**config.mk**
```make
export PLATFORM = sky130hd
export DESIGN_NAME = cond_logic_flat
export DESIGN_NICKNAME = d
export VERILOG_FILES = /design/src/rtl/cond_pkg.sv /design/src/rtl/cond_logic_if.sv /design/src/rtl/cond_check.sv /design/src/rtl/cond_logic.sv /design/src/flat_wrapper.sv
export SDC_FILE = /design/constraint.sdc
export NUM_CORES = 1
export LEC_CHECK = 0
export CAP_MARGIN = 20
export CORE_AREA = 2 2 39 41
export DETAILED_ROUTE_END_ITERATION = 12
export DIE_AREA = 0 0 41 43
export GPL_TIMING_DRIVEN = 0
export PLACE_DENSITY_LB_ADDON = 0.1
export SLEW_MARGIN = 20
export SYNTH_ARGS = -nofsm -noshare
export SYNTH_HDL_FRONTEND = slang
export SYNTH_HIERARCHICAL = 1
export SYNTH_SLANG_ARGS = --single-unit
```
**constraint.sdc**
```tcl
create_clock -name clk -period 2.5 [get_ports clk]
set_clock_uncertainty 0.15 [all_clocks]
set_input_delay 0.5 -clock clk [delete_from_list [all_inputs] [get_ports clk]]
set_output_delay 0.5 -clock clk [all_outputs]
set_load 0.02 [all_outputs]
```
**src/rtl/cond_pkg.sv**
```systemverilog
// Shared constants for conditional execution: ARM condition codes, flag bit
// positions inside {N,Z,C,V}, and the meaning of each FlagW bit.
package cond_pkg;

    localparam logic [3:0] COND_EQ = 4'b0000;
    localparam logic [3:0] COND_NE = 4'b0001;
    localparam logic [3:0] COND_CS = 4'b0010;
    localparam logic [3:0] COND_CC = 4'b0011;
    localparam logic [3:0] COND_MI = 4'b0100;
    localparam logic [3:0] COND_PL = 4'b0101;
    localparam logic [3:0] COND_VS = 4'b0110;
    localparam logic [3:0] COND_VC = 4'b0111;
    localparam logic [3:0] COND_HI = 4'b1000;
    localparam logic [3:0] COND_LS = 4'b1001;
    localparam logic [3:0] COND_GE = 4'b1010;
    localparam logic [3:0] COND_LT = 4'b1011;
    localparam logic [3:0] COND_GT = 4'b1100;
    localparam logic [3:0] COND_LE = 4'b1101;
    localparam logic [3:0] COND_AL = 4'b1110;

    localparam int FLAG_N = 3;
    localparam int FLAG_Z = 2;
    localparam int FLAG_C = 1;
    localparam int FLAG_V = 0;

    localparam int FLAGW_NZ = 1;
    localparam int FLAGW_CV = 0;

    localparam logic [3:0] FLAGS_RESET = 4'b0000;

endpackage

```
**src/rtl/cond_logic_if.sv**
```systemverilog
// Decoder-side bundle for the conditional-execution unit: write requests and
// ALU flags in, gated strobes and the architectural flags out.
interface cond_logic_if;

    logic       En;
    logic [3:0] Cond;
    logic [3:0] ALUFlags;
    logic [1:0] FlagW;
    logic       NoWrite;
    logic       PCS;
    logic       RegW;
    logic       MemW;
    logic       PCSrc;
    logic       RegWrite;
    logic       MemWrite;
    logic       CondEx;
    logic [3:0] Flags;

    modport master (
        output En, Cond, ALUFlags, FlagW, NoWrite, PCS, RegW, MemW,
        input  PCSrc, RegWrite, MemWrite, CondEx, Flags
    );

    modport slave (
        input  En, Cond, ALUFlags, FlagW, NoWrite, PCS, RegW, MemW,
        output PCSrc, RegWrite, MemWrite, CondEx, Flags
    );

endinterface

```
**src/rtl/cond_check.sv**
```systemverilog
// Pure combinational evaluation of a 4-bit ARM condition field against the
// stored {N,Z,C,V} flags.
module cond_check
    import cond_pkg::*;
(
    input  logic [3:0] cond,
    input  logic [3:0] flags,
    output logic       cond_ex
);

    logic n, z, c, v;

    assign n = flags[FLAG_N];
    assign z = flags[FLAG_Z];
    assign c = flags[FLAG_C];
    assign v = flags[FLAG_V];

    always_comb begin
        // NOTE: default assignment first so every path drives cond_ex and no latch is inferred.
        cond_ex = 1'b1;
        case (cond)
            COND_EQ: cond_ex = z;
            COND_NE: cond_ex = ~z;
            COND_CS: cond_ex = c;
            COND_CC: cond_ex = ~c;
            COND_MI: cond_ex = n;
            COND_PL: cond_ex = ~n;
            COND_VS: cond_ex = v;
            COND_VC: cond_ex = ~v;
            COND_HI: cond_ex = c & ~z;
            COND_LS: cond_ex = ~c | z;
            COND_GE: cond_ex = (n == v);
            COND_LT: cond_ex = (n != v);
            COND_GT: cond_ex = ~z & (n == v);
            COND_LE: cond_ex = z | (n != v);
            // AL and the unused 1111 encoding both always execute.
            default: cond_ex = 1'b1;
        endcase
    end

endmodule

```
**src/rtl/cond_logic.sv**
```systemverilog
// Conditional-execution unit: holds the NZCV flag register, checks the
// instruction's condition against it and gates the decoder's write strobes.
module cond_logic
    import cond_pkg::*;
(
    input  logic         clk,
    input  logic         reset_n,
    cond_logic_if.slave  bus
);

    logic [3:0] flags_q;
    logic [3:0] flags_d;
    logic       cond_ex;
    logic       commit;

    // Condition sees only the registered flags, so a flag-setting instruction
    // affects the next instruction and never itself.
    cond_check u_cond_check (
        .cond    (bus.Cond),
        .flags   (flags_q),
        .cond_ex (cond_ex)
    );

    assign commit = bus.En & cond_ex;

    always_comb begin
        flags_d = flags_q;
        if (commit) begin
            if (bus.FlagW[FLAGW_NZ]) begin
                flags_d[FLAG_N] = bus.ALUFlags[FLAG_N];
                flags_d[FLAG_Z] = bus.ALUFlags[FLAG_Z];
            end
            if (bus.FlagW[FLAGW_CV]) begin
                flags_d[FLAG_C] = bus.ALUFlags[FLAG_C];
                flags_d[FLAG_V] = bus.ALUFlags[FLAG_V];
            end
        end
    end

    always_ff @(posedge clk or negedge reset_n) begin
        if (!reset_n) begin
            flags_q <= FLAGS_RESET;
        end else begin
            // NOTE: non-blocking assignment for state so every flop samples pre-edge values.
            flags_q <= flags_d;
        end
    end

    assign bus.CondEx   = cond_ex;
    assign bus.PCSrc    = bus.PCS  & commit;
    assign bus.RegWrite = bus.RegW & commit & ~bus.NoWrite;
    assign bus.MemWrite = bus.MemW & commit;
    assign bus.Flags    = flags_q;

endmodule

```
**src/flat_wrapper.sv**
```systemverilog
// flat-port wrapper written by rule: the top's interface ports become plain ports
module cond_logic_flat import cond_pkg::*;
  (clk, reset_n, bus_En, bus_Cond, bus_ALUFlags, bus_FlagW, bus_NoWrite, bus_PCS, bus_RegW, bus_MemW, bus_PCSrc, bus_RegWrite, bus_MemWrite, bus_CondEx, bus_Flags);
  cond_logic_if bus_i ();
  input  logic clk;
  input  logic reset_n;
  input wire logic [$bits(bus_i.En)-1:0] bus_En;
  input wire logic [$bits(bus_i.Cond)-1:0] bus_Cond;
  input wire logic [$bits(bus_i.ALUFlags)-1:0] bus_ALUFlags;
  input wire logic [$bits(bus_i.FlagW)-1:0] bus_FlagW;
  input wire logic [$bits(bus_i.NoWrite)-1:0] bus_NoWrite;
  input wire logic [$bits(bus_i.PCS)-1:0] bus_PCS;
  input wire logic [$bits(bus_i.RegW)-1:0] bus_RegW;
  input wire logic [$bits(bus_i.MemW)-1:0] bus_MemW;
  output wire logic [$bits(bus_i.PCSrc)-1:0] bus_PCSrc;
  output wire logic [$bits(bus_i.RegWrite)-1:0] bus_RegWrite;
  output wire logic [$bits(bus_i.MemWrite)-1:0] bus_MemWrite;
  output wire logic [$bits(bus_i.CondEx)-1:0] bus_CondEx;
  output wire logic [$bits(bus_i.Flags)-1:0] bus_Flags;
  assign bus_i.En = bus_En;
  assign bus_i.Cond = bus_Cond;
  assign bus_i.ALUFlags = bus_ALUFlags;
  assign bus_i.FlagW = bus_FlagW;
  assign bus_i.NoWrite = bus_NoWrite;
  assign bus_i.PCS = bus_PCS;
  assign bus_i.RegW = bus_RegW;
  assign bus_i.MemW = bus_MemW;
  assign bus_PCSrc = bus_i.PCSrc;
  assign bus_RegWrite = bus_i.RegWrite;
  assign bus_MemWrite = bus_i.MemWrite;
  assign bus_CondEx = bus_i.CondEx;
  assign bus_Flags = bus_i.Flags;
  cond_logic u_core (.clk(clk), .reset_n(reset_n), .bus(bus_i));
endmodule
```
=== After elaboration in Yosys (flattened, before gate mapping) ===
Index checks and enable logic that the tools add are counted.

* $add $sub $neg: 0
* Bitwise logic cells: 14
* Multipliers: 0
* Equality and inequality tests: 15
* Divide/modulo/power cells: 0
* Reductions and logical operators: 3
* Magnitude comparators: 0
* Muxes and demuxes: 1
* Shift-type cells: 0

{| class="wikitable"
|+ Operators with widths
! kind !! number
|-
| equality test 4 bit (second input constant) || 6
|-
| equality test 4 x 3 -> 1 bit (second input constant) || 4
|-
| one-hot mux 1 bit (14 select lines) || 1
|-
| equality test 4 x 2 -> 1 bit (second input constant) || 2
|-
| bitwise AND 1 bit || 7
|-
| NOT 1 bit || 5
|-
| equality test 4 x 1 -> 1 bit (second input constant) || 1
|-
| zero test 4 bit || 1
|-
| AND reduction 2 bit || 2
|-
| bitwise OR 1 bit || 2
|-
| equality test 1 bit || 1
|-
| != test 1 bit || 1
|}

* Bits in read-only memories: 0
* Word-level logic and storage cells: 35
* Bits in registers: 4
* Bits in writable memories: 0
* Bits in latches: 0
* Output and inout bits: 8
* Bits of input ports: 17
* Memories kept: 0

=== Logic depth before layout (Yosys ltp) ===
Gate-level depths: netlist of the first run.

* Depth after elaboration: 6
* Gate-level depth with buffers: 7

=== By module ===
The synthesis of the first run kept the hierarchy.

{| class="wikitable"
|+ By module, submodules not included
! module !! seq. area each (µm²) !! cells an instance !! area each (µm²) !! times used
|-
| cond_logic || 100.1 || 13 || 181.4 || 1
|-
| cond_check || 0.0 || 23 || 165.2 || 1
|}

=== Least setup slack after synthesis of the first run ===
No wires, ideal clock.

* Path type: input to output
* From: input bus_Cond[3]
* To: output bus_RegWrite
* Path buffers: 1
* Required time: 1850 ps
* Data arrival time: 1736 ps
* Setup slack: 114 ps
* Cell stages on the path: 6
* Cell sequence: buf_2 and3b_1 a22oi_2 xnor2_1 a211o_1 and4b_2

* Cells in the longest elaborated chain, start to end: 5
* Elaborated cells between the ends (all ways): 18
* Classes of those cells: eq/ne (13); mux (1); bitwise (3); reduce/logical (1)

{| class="wikitable"
|+ Ends and longest elaborated chain
! item !! RTL line !! RTL
|-
| start, declared || flat_wrapper.sv:8 || <nowiki>input wire logic [$bits(bus_i.Cond)-1:0] bus_Cond;</nowiki>
|-
| equality test 4 bit (tied with other cells) || cond_check.sv:21 || <nowiki>case (cond)</nowiki>
|-
| one-hot mux 1 bit (14 select lines) * || cond_check.sv:21 ||
|-
| net bus_CondEx || flat_wrapper.sv:18 || <nowiki>output wire logic [$bits(bus_i.CondEx)-1:0] bus_CondEx;</nowiki>
|-
| bitwise AND 1 bit * || cond_logic.sv:24 || <nowiki>assign commit = bus.En & cond_ex;</nowiki>
|-
| bitwise AND 1 bit * (2 in series) || cond_logic.sv:51 || <nowiki>assign bus.RegWrite = bus.RegW & commit & ~bus.NoWrite;</nowiki>
|-
| end, declared || flat_wrapper.sv:16 || <nowiki>output wire logic [$bits(bus_i.RegWrite)-1:0] bus_RegWrite;</nowiki>
|}

Mark *: on every way through the listed nets, which the timed path passes. The rest lies on a longest branch.

=== Worst setup path in the final report of the first run ===
* From: input bus_Cond[1]
* To: output bus_RegWrite

* Cells in the longest elaborated chain, start to end: 5
* Elaborated cells between the ends (all ways): 18
* Classes of those cells: eq/ne (13); mux (1); bitwise (3); reduce/logical (1)

{| class="wikitable"
|+ Ends and longest elaborated chain
! item !! RTL line
|-
| equality test 4 bit (tied with other cells) || cond_check.sv:21
|-
| one-hot mux 1 bit (14 select lines) * || cond_check.sv:21
|-
| bitwise AND 1 bit * || cond_logic.sv:24
|-
| bitwise AND 1 bit * (2 in series) || cond_logic.sv:51
|}

Every way passes the cells marked *; elsewhere a longest branch is shown, timed or not.

==> results of run 1 <==
[cells in the mapped netlist]
library cell	number	area, sq um
o22ai_1	1	6.26
nand2_1	2	7.51
xnor2_1	4	35.0
a21oi_1	2	10.0
mux2i_1	1	10.0
a21o_2	1	8.76
a211o_1	1	8.76
and4b_2	1	11.3
nor2b_1	2	12.5
nand2b_1	1	6.26
o32ai_1	1	8.76
and3_2	2	15.0
a31oi_1	1	6.26
nand3_1	2	10.0
nor3b_1	2	15.0
dfrtp_1	4	100
buf_2	1	5.00
inv_1	1	3.75
a22oi_2	1	12.5
mux2_1	4	45.0
and3b_1	1	8.76
[cell type report]
type	instances	share of cell area [%]
multi-input combinational	30	42.1
buffer	1	0.766
inverter	1	0.575
timing repair buffer	25	34.1
clock buffer	3	3.45
tap	16	3.07
sequential	4	15.9
[per-layer routing]
metal,global-route usage (%),vias up
met3,2.62,0
met2,19.7,11
li1,-,191
met4,6.00,0
met5,0,-
met1,16.3,183
[report_power, final]
group / internal, mW / switching (mW) / leakage, nW
sequential: 0.103 / 0.0509 / 0.0440
combinational: 0.220 / 0.166 / 0.221
clock: 0.0535 / 0.0239 / 0.0138
total: 0.377 / 0.241 / 0.279
[path summary, 6_finish.rpt]
| path | end | slack [ns] | cells after the start |
|---|---|---|---|
| setup / recovery | bus_RegWrite | 0.05 | 7 |
| hold / removal | u_core/bus.Flags[1] | 0.33 | 1 |
| setup reg to reg | u_core/bus.Flags[2] | 0.53 | 6 |
| hold reg to reg | u_core/bus.Flags[1] | 0.42 | 1 |
| max in group asynchronous | u_core/bus.Flags[3] | 1.69 | 1 |
| min in group clk | u_core/bus.Flags[1] | 0.42 | 1 |
[logic make-up after synthesis]
family	Yosys count	share of synthesized area, %
AND/OR/NAND/NOR	13	24.9
AO/OA/AOI/OAI	8	17.7
multiplexers	5	15.9
XOR/XNOR	4	10.1
flip-flops	4	28.9
buffers and inverters	2	2.52
[through the flow]
stage / area (sq um) / util (%) / hold slack, ns / instances
floorplan: 347 / - / 0.0544 / 36
global placement: 597 / 43.1 / 0.406 / 75
detailed placement: 597 / 43.1 / 0.403 / 75
CTS: 609 / 44.0 / 0.323 / 79
global route: 653 / 47.2 / 0.341 / 80
finish: 653 / 47.2 / 0.325 / 80
[what timing repair did]
action | CTS | global route
endpoints found under the setup margin | 4 | 4
gates cloned | 0 | 0
endpoints found under the hold margin | 0 | 0
setup buffers | 1 | 1
pin swaps | 1 | 4
gates resized for setup | 27 | 12
[cell usage in the layout (no fill, tap or decap), types with 2 or more instances in the layout]
| cell type | instances |
|---|---|
| clkdlybuf4s50_1 | 16 |
| buf_2 | 5 |
| clkbuf_4 | 4 |
| mux2_1 | 4 |
| dfrtp_2 | 3 |
| buf_4 | 2 |
| and3_2 | 2 |
| nand3_1 | 2 |
| nand2_1 | 2 |
| xnor2_2 | 2 |
| xnor2_1 | 2 |
[worst register-to-register path: cells and delay by family, from the launching register on]
kind / cells / cell delay, ns
AO/OA/AOI/OAI: 4 / 0.78
flip-flops: 1 / 0.43
multiplexers: 1 / 0.34
AND/OR/NAND/NOR: 1 / 0.15
==> results.yml, run 1 <==
routing:
  drt_wl_total_microns: 957
  routed-via-count: 385
  postRouteAntennaNets: 0
  routed_via_density: 4.81
  drt-met1-wl_microns: 392
  wl_met2_microns: 502
  post_drt_wl_per_cell_microns: 12.0
  drtIter0Drc: 0
  topRoutingLayerUsed: "met3"
  drt_pre_antenna_iters: 1
  met3_length_microns: 62
  route.detailed.drc: 0
synthesis:
  synth_cell_types: 21
  seq_area_frac_synth_pct: 28.9
  synth_area_per_cell_sq_um: 9.63
  synth_nets: 53
  ys_ff_latch: 4
  syn-instance-count: 36
  yosysWarnings: 6
  netlist_area_sq_um: 347
critical_path:
  max_stage_delay_ns: 0.30
  slowest_stage: "a211o_1"
  crit_family: "compound AO/OA/AOI/OAI gates"
  startpoint: "bus_Cond[1]"
  crit_buf_inv: 2
  cp_max_fo: 6
  crit_chain: "clkbuf_4, mux2i_2, xnor2_2, o32ai_2, a211o_1, and4b_2, buf_6"
  end_kind: "primary output"
  required_ns: 1.85
  cp-start-kind: "input port"
  rr_startpoint: "u_core/bus.Flags[3]"
  crit_type: "in2out"
  cp.arrival_ns: 1.80
worst_hold_path:
  min_path_type: "in2async"
clock_tree:
  cts.sinks: 4
  numCtsBuffers: 3
  clk_latency_ns: 0.23
  cts_tree: "done"
  htreeDepth: 1
  clk_pin_slew_ns: 0.04
  ctsHoldBuffers: 0
  cts_buffer_depth: 2
  root_buffer: "clkbuf_4"
sta:
  slew_headroom_pct: 86.1
  tns_ns: 0
  worstMarginPinSlew_ns: 0.204
  worst_slack_ns: 0.0460
  final_hold_viol_count: 0
  period_share_pct: 98.2
  rsz0062_at_grt: "yes"
  period_minus_slack_ns: 2.45
  setup_viol: 0
  fmax_ghz: 0.407
  finalMaxSlewViolations: 0
cells_and_area:
  insertedDiodeCount: 0
  drive_above_1_share_pct: 42.2
  largest_register_ffs: 4
  multiInputGateArea_sq_um: 275
  nNetsFinal: 83
  nFillCells: 142
  syn_to_final_growth_pct: 88.4
  regArea_sq_um: 104
power:
  power_leakage_nw: 0.279
  ir_worst_vdd_mv: 0.366
  power.total_uw: 618
  power_density_nw_per_um2: 946
placement:
  routabilityCongestion: 0.580
  portBuffers: 23
  hpwl_microns: 705
  place_ws_ns: -0.836
global_route:
  grt_start_max_net_pins: 10
  grt_first_pass_wirelength_microns: 1560
  grt_pass1_vias: 382
  antenna_found_initial: 0
  grt_util_all_layers_pct: 12.8
  gr-total-overflow: 0
die:
  io_pins: 25
  core_sq_um: 1380
  die_area_sq_um: 1760
  start_util_pct: 25.0
  die_w_microns: 41
  std_cell_rows: 14
  die_h_microns: 43
run_status:
  outcome: "finished clean"
run:
  maxCapViolations: 0
No activity file was read; power rests on OpenSTA's default activity.
==> run 2: changes to the inputs <==
- ABC_CLOCK_PERIOD_IN_PS: not set -> 2500
==> results of run 2 <==
The final DEF is identical to that of run 1; final timing and power are the same.
==> run 3: changes to the inputs <==
- SLEW_MARGIN: 20 -> not set
==> results of run 3 <==
The final DEF is identical to that of run 1; final timing and power are the same.
